**src/rtl/e_stage_reg.sv**
```systemverilog
// rtl/e_stage_reg.sv - D/E pipeline register with freeze, bubble insertion, Tnew countdown and bubble counter
module e_stage_reg #(
    parameter int DW = 32,
    parameter int TW = 2,
    parameter int CW = 32
) (
    input  logic          clk,
    input  logic          reset,
    input  logic          en,
    input  logic          clr,
    input  logic [DW-1:0] pcD,
    input  logic [DW-1:0] instrD,
    input  logic [DW-1:0] rsDataD,
    input  logic [DW-1:0] rtDataD,
    input  logic [DW-1:0] imm32D,
    input  logic [4:0]    a3D,
    input  logic [TW-1:0] tnewD,
    output logic [DW-1:0] pcE,
    output logic [DW-1:0] instrE,
    output logic [DW-1:0] rsDataE,
    output logic [DW-1:0] rtDataE,
    output logic [DW-1:0] imm32E,
    output logic [4:0]    a3E,
    output logic [TW-1:0] tnewE,
    output logic [TW-1:0] tnewNextM,
    output logic          validE,
    output logic [CW-1:0] bubbleCnt
);

    always_ff @(posedge clk) begin
        if (reset) begin
            pcE     <= '0;
            instrE  <= '0;
            rsDataE <= '0;
            rtDataE <= '0;
            imm32E  <= '0;
            a3E     <= '0;
            tnewE   <= '0;
            validE  <= 1'b0;
        end else if (clr) begin
            // A bubble keeps the stalled PC so exception/debug views stay meaningful.
            pcE     <= pcD;
            instrE  <= '0;
            rsDataE <= '0;
            rtDataE <= '0;
            imm32E  <= '0;
            a3E     <= '0;
            tnewE   <= '0;
            validE  <= 1'b0;
        end else if (en) begin
            pcE     <= pcD;
            instrE  <= instrD;
            rsDataE <= rsDataD;
            rtDataE <= rtDataD;
            imm32E  <= imm32D;
            a3E     <= a3D;
            tnewE   <= tnewD;
            validE  <= 1'b1;
        end
    end

    always_ff @(posedge clk) begin
        if (reset) begin
            bubbleCnt <= '0;
        end else if (clr && (bubbleCnt != {CW{1'b1}})) begin
            bubbleCnt <= bubbleCnt + CW'(1);
        end
    end

    assign tnewNextM = (tnewE == '0) ? '0 : tnewE - TW'(1);

endmodule

```
**config.mk**
```make
export PLATFORM = sky130hd
export DESIGN_NAME = e_stage_reg
export DESIGN_NICKNAME = d
export VERILOG_FILES = /design/src/rtl/e_stage_reg.sv
export SDC_FILE = /design/constraint.sdc
export NUM_CORES = 1
export LEC_CHECK = 0
export ABC_AREA = 1
export ABC_CLOCK_PERIOD_IN_PS = 2200
export BUFFER_PORTS_ARGS = -buffer_cell sky130_fd_sc_hd__buf_4
export CAP_MARGIN = 10
export CORE_AREA = 2 2 146 148
export CTS_CLUSTER_DIAMETER = 50
export DETAILED_ROUTE_END_ITERATION = 8
export DIE_AREA = 0 0 148 150
export PLACE_DENSITY = 0.67
export SETUP_SLACK_MARGIN = 0.02
export SYNTH_ARGS = -nofsm -noshare
export SYNTH_HDL_FRONTEND = slang
export SYNTH_SLANG_ARGS = --single-unit
```
**constraint.sdc**
```tcl
create_clock -name clk -period 2.2 [get_ports clk]
set_input_delay 0.44 -clock clk [delete_from_list [all_inputs] [get_ports clk]]
set_output_delay 0.44 -clock clk [all_outputs]
set_load 0.05 [all_outputs]
```
-- Word level (Yosys, flattened, before mapping)
Index checks and enable logic that the tools add are counted.
- bits in registers: 200
- input port bits: 171
- output and inout bits: 202
- $add $sub $neg: 2
- equality and inequality tests: 1
- multiplexer cells: 3
- reduce and logical (&&, ||, !) cells: 4
- operators with widths (kind ; number):
    $mux W32 ; 2
    $add A32 B1 Y32 const B ; 1
    $ne A32 B32 Y1 const B ; 1
    $logic_not A2 Y1 ; 1
    $mux W2 ; 1
    $reduce_bool A2 Y1 ; 1
    $reduce_or A2 Y1 ; 1
    $sub A2 B1 Y2 const B ; 1
    $logic_and A1 B1 Y1 ; 1

-- Longest topological paths before layout
Gate-level depths: netlist of the first run.
- word-level depth: 2
- mapped depth: 11

-- Least setup slack after synthesis of the first run
OpenSTA, ideal clock, no wires.
- path type: flip-flop to flip-flop
- from: register bubbleCnt[1]
- to: register bubbleCnt[28]
- data arrival time: 1.878 ns
- required time: 2.083 ns
- setup slack: 0.205 ns
- cell stages (with the launch flop): 10
- path buffers: 1
- period minus slack after synthesis: 1.995 ns
- cells stage by stage: dfxtp_1 > ha_1 > nand2_1 > nor2_2 > nand2_2 > nor2_4 > nand3_2 > buf_2 > a21oi_1 > nor2_1
- cells in the longest elaborated chain, start to end: 2
- ends and longest elaborated chain (element ; RTL line ; text):
    from (decl) ; 27 ; output logic [CW-1:0] bubbleCnt
    from (signal assigned) ; 66 ; bubbleCnt <= bubbleCnt + CW'(1);
    parallel branches: the longest is 2 deep, another holds $add A32 B1 Y32 ; -- ;
Several ways; the timed one is not identified.
A chain may end at the register's enable or synchronous reset.

-- Worst setup path after layout of the first run
- from: register bubbleCnt[1]
- to: register bubbleCnt[3]
The elaborated chain is that of the path after synthesis.

==> results.cfg, run 1 <==
[clock_network]
cts_tree = done
cts_setup_buffers = 0
cts_sinks = 200
path_clk_slew_ps = 80
post_cts_resized = 0
cts.htree.levels = 4
root_buffer = clkbuf_16
cts_buffers = 17
cts_hold_buf = 0
clk_latency_ps = 430
cts_buffer_depth = 2

[global_routing]
grt_pass1_wl_um = 39000
grt-ovfl-total = 0
antenna_found_initial = 0
grt_usage_pct = 22.0
grt_max_degree = 136
grt_pass1_vias = 7152

[detailed_routing]
drc_errors = 0
via_per_inst = 4.71
firstDrtPassIters = 5
wl_um = 25700
drt_iter0_markers = 450
num_vias = 7967
ant_nets = 0
wl_per_cell_um = 15.2

[cells_and_area]
area_delta_synth_final_pct = 48.4
fin_nets = 1575
drive_above_1_share_pct = 30.4
final_common_cell = buf_4
diodes = 0
layout_common_cells = 379 x buf_4, 368 x nand2_1, 200 x dfxtp_1
nFillCells = 2058

[die]
rows = 53
ios = 373
die_w_um = 148
die_area_sq_um = 22200
initial_core_util_pct = 36.9
core_sq_um = 20700
chipHeight_um = 150

[logic_synthesis]
avgSynthCellArea_sq_um = 7.22
synth_edf_count = 0
yosysSeqAreaShare_pct = 52.5
netlist_area_sq_um = 7630
ys_warn_count = 0
synthFlopType = dfxtp_1
yosysUniqueCellTypes = 25
async_flop_share_pct = 0
netlist_instances = 1057
ys_ff_latch = 200
syn-num-nets = 1229

[power]
power.leakage_nw = 5.12
vdd_drop_max_mv = 0.516
power.density_nw_per_um2 = 725

[setup_path]
arrival_ps = 2270
crit_path_end_kind = register
max_stage_delay_ps = 410
path_cells = ha_1 > nand2_1 > nor2_2 > nand2_2 > nor2_4 > nand3_2 > buf_4 > nand2_8 > nand2_1 > a21oi_1
slowest_stage = dfxtp_1
cp_data_required_time_ps = 2560
worst_path_most_repeated_cell = nand2_1
worstSetupPathType = reg -> reg
worst-path-max-fanout = 40
rrSetupSlack_ps = 290
crit_path_start_kind = register

[timing]
setup-tns-final_ps = 0
relSlewSlack_pct = 55.3
fin_crit_sh_pct = 86.6
tightest_slew_ps = 671
clock.fmax_mhz = 525
rsz0062_at_grt = no
hold_viol = 0
fin_crit_ps = 1910
slew_viol_final = 0
setup_violations = 0
worst_clock_skew_ps = 7.26
whs_ps = 221

[run]
maxCapViolCount = 0

[worst_hold_path]
hold_class = in -> reg

[placement]
gp_congestion = 0.957
hpwlAfterDp_um = 18700
port_buffers = 372

[status]
status = complete, no violations
-- flip-flops by register name, summed over array words and instances (netlist names) --
name / flops
rtDataE: 32
instrE: 32
bubbleCnt: 32
tnewE: 2
rsDataE: 32
imm32E: 32
pcE: 32
validE: 1
a3E: 5
-- layer usage --
metal  routed length (um)  vias to the layer above  GRT usage, %
met5                    0                        -             0
met3                 1870                       39          5.06
li1                     -                     4056             -
met2                12300                      268          36.1
met1                10900                     3604          28.2
met4                  665                        0          8.29
-- cell usage after synthesis, types with 3 or more instances --
library cell  count  area, sq um
nand2_1         369         1390
xor2_1            4         35.0
buf_2             9         45.0
nor3_1            4         20.0
o21ai_0          35          175
a21oi_1         160          801
nor2_1          144          541
dfxtp_1         200         4000
nand3_1          30          150
nor2_2            3         18.8
inv_1            31          116
buf_1             6         22.5
clkbuf_1         43          161
nand4_1           4         25.0
-- worst paths after layout --
kind / startpoint / to / cells after the start
min: reset / bubbleCnt[21] / 2
max reg2reg: bubbleCnt[1] / bubbleCnt[3] / 10
max: bubbleCnt[1] / bubbleCnt[3] / 10
min reg2reg: instrE[16] / instrE[16] / 2
-- through the flow --
stage | worst slack [ps] | cell area (sq um) | total power, mW | utilization, % | cells
2_1_floorplan | 205 | 7630 | 4.62 | - | 1057
3_3_place_gp | 401 | 10700 | 5.17 | 51.9 | 1659
3_5_place_dp | 295 | 10700 | 5.18 | 51.9 | 1659
4_1_cts | 276 | 11300 | 8.29 | 54.7 | 1691
5_1_grt | 82.5 | 11300 | 8.54 | 54.7 | 1691
6_report | 295 | 11300 | 8.21 | 54.7 | 1691
-- final cells by class --
| type | instances | area [sq um] | share of cell area (%) |
|---|---|---|---|
| inverter | 33 | 126 | 1.12 |
| tap | 275 | 344 | 3.04 |
| timing repair buffer | 386 | 2990 | 26.4 |
| sequential | 200 | 4000 | 35.4 |
| clock inverter | 14 | 153 | 1.35 |
| multi-input combinational | 765 | 3270 | 28.9 |
| clock buffer | 18 | 439 | 3.88 |
-- report_power, final --
group | internal [mW] | switching [mW] | leakage, nW
combinational | 0.471 | 0.813 | 3.21
sequential | 3.74 | 0.0667 | 1.63
clock | 1.55 | 1.56 | 0.283
-- critical path: cells and delay by family, from the launching register on --
family / cells / cell delay [ps]
and+or+nand+nor: 7 / 800
adders and majority gates: 1 / 220
AOI/OAI and AO/OA: 1 / 140
DFF: 1 / 410
buffers and inverters: 1 / 270
-- cell families after synthesis --
family / count (synthesis) / share of synthesized area (%)
xor gates and xnor gates: 4 / 0.459
and+or+nand+nor: 564 / 29.2
adders and majority gates: 1 / 0.164
DFF: 200 / 52.5
buffers and inverters: 92 / 4.77
AOI/OAI and AO/OA: 196 / 12.9
No activity file was read; power rests on OpenSTA's default activity.
==> inputs of run 2 (changes only) <==
Settings changed: CORE_AREA 2 2 146 148 to 2 2 144 146, DIE_AREA 0 0 148 150 to 0 0 146 148, PLACE_DENSITY 0.67 to 0.68.
==> results.cfg, run 2 (same netlist as run 1, synthesis figures left out) <==
[placement]
postPlaceCellArea_sq_um = 10700
hpwlAfterDp_um = 18800
port_buffers = 372
gp_congestion = 0.885

[cells_and_area]
drive_above_1_share_pct = 30.6
final_common_cell = buf_4
area_delta_synth_final_pct = 48.4
stdcell_area_sq_um = 11300
layout_common_cells = 384 x buf_4, 368 x nand2_1, 200 x dfxtp_1
diodes = 0
fin_nets = 1578

[detailed_routing]
num_vias = 7957
ant_nets = 0
via_per_inst = 4.71
wl_per_cell_um = 15.2
wl_um = 25700
drt_iter0_markers = 379
firstDrtPassIters = 5
drc_errors = 0

[power]
power.leakage_nw = 5.14
power.density_nw_per_um2 = 729
vdd_drop_max_mv = 0.510

[global_routing]
grt-ovfl-total = 0
grt_pass1_wl_um = 39400
grt_pass1_vias = 7244
grt_usage_pct = 22.8
grt_max_degree = 86
antenna_found_initial = 0

[setup_path]
crit_path_end_kind = register
path_cells = ha_1 > nand2_1 > nor2_2 > nand2_2 > nor2_4 > nand3_2 > buf_4 > nand2_8 > nand2_1 > a21oi_1
crit_path_start_kind = register
worstSetupPathType = reg -> reg
arrival_ps = 2210
slowest_stage = dfxtp_1
worst_path_most_repeated_cell = nand2_1
worst-path-max-fanout = 25
cp_data_required_time_ps = 2560
max_stage_delay_ps = 400

[timing]
clock.fmax_mhz = 543
slew_viol_final = 0
tightest_slew_ps = 1000
worst_clock_skew_ps = 11.6
fin_crit_sh_pct = 83.7
relSlewSlack_pct = 33.0
setup-tns-final_ps = 0
hold_viol = 0
setup_violations = 0
rsz0062_at_grt = no
fin_crit_ps = 1840

[clock_network]
cts_tree = done
cts_sinks = 200
cts_buffers = 17
clk_latency_ps = 440
post_cts_resized = 0
cts_hold_buf = 0
cts_buffer_depth = 2
path_clk_slew_ps = 80
cts.htree.levels = 4
root_buffer = clkbuf_16
cts_setup_buffers = 0

[die]
initial_core_util_pct = 38.1
die_area_sq_um = 21600
rows = 52
core_sq_um = 20000
die_w_um = 146
chipHeight_um = 148
ios = 373

[run]
maxCapViolCount = 0

[status]
status = complete, no violations

[worst_hold_path]
hold_class = in -> reg
## run 2: final timing paths
check	start	end	slack, ps	cells past startpoint
hold / removal	reset	bubbleCnt[13]	250	2
hold reg to reg	rsDataE[11]	rsDataE[11]	460	2
setup reg to reg	bubbleCnt[0]	bubbleCnt[5]	360	10
setup / recovery	bubbleCnt[0]	bubbleCnt[5]	360	10
## run 2: power by group
group / switching, mW / internal (mW) / total [mW] / leakage, nW
Combinational: 0.813 / 0.465 / 1.28 / 3.21
Sequential: 0.0659 / 3.74 / 3.81 / 1.63
Clock: 1.52 / 1.65 / 3.17 / 0.293
## run 2: routing by layer
| layer | part of all wire, % | track usage (%) |
|---|---|---|
| met1 | 42 | 28.1 |
| met2 | 49 | 38.4 |
| met5 | 0 | 0 |
| met4 | 2.8 | 9.32 |
| met3 | 6.4 | 5.40 |
## run 2: layout make-up
class                      count  area, sq um
fill                        1925         8720
sequential                   200         4000
multi-input combinational    765         3270
timing repair buffer         389         2980
clock buffer                  18          439
tap                          270          338
clock inverter                14          161
inverter                      33          126
## run 2: metrics by stage
step | instances | hold WS [ps] | utilization, % | setup slack (ps) | total power, mW
6_report | 1689 | 253 | 56.5 | 358 | 8.26
3_5_place_dp | 1657 | 454 | 53.5 | 382 | 5.18
4_1_cts | 1689 | 235 | 56.5 | 337 | 8.34
2_1_floorplan | 1057 | 509 | - | 205 | 4.62
3_3_place_gp | 1657 | 449 | 53.5 | 437 | 5.17
5_1_grt | 1689 | 241 | 56.5 | 176 | 8.58
## run 2: critical path: cells and delay by family, from the launching register on
| kind | cells | cell delay [ps] |
|---|---|---|
| AO/OA/AOI/OAI | 1 | 140 |
| adder cells (fa/ha/maj) | 1 | 210 |
| buffers and inverters | 1 | 240 |
| flip-flops | 1 | 400 |
| AND/OR/NAND/NOR | 7 | 780 |
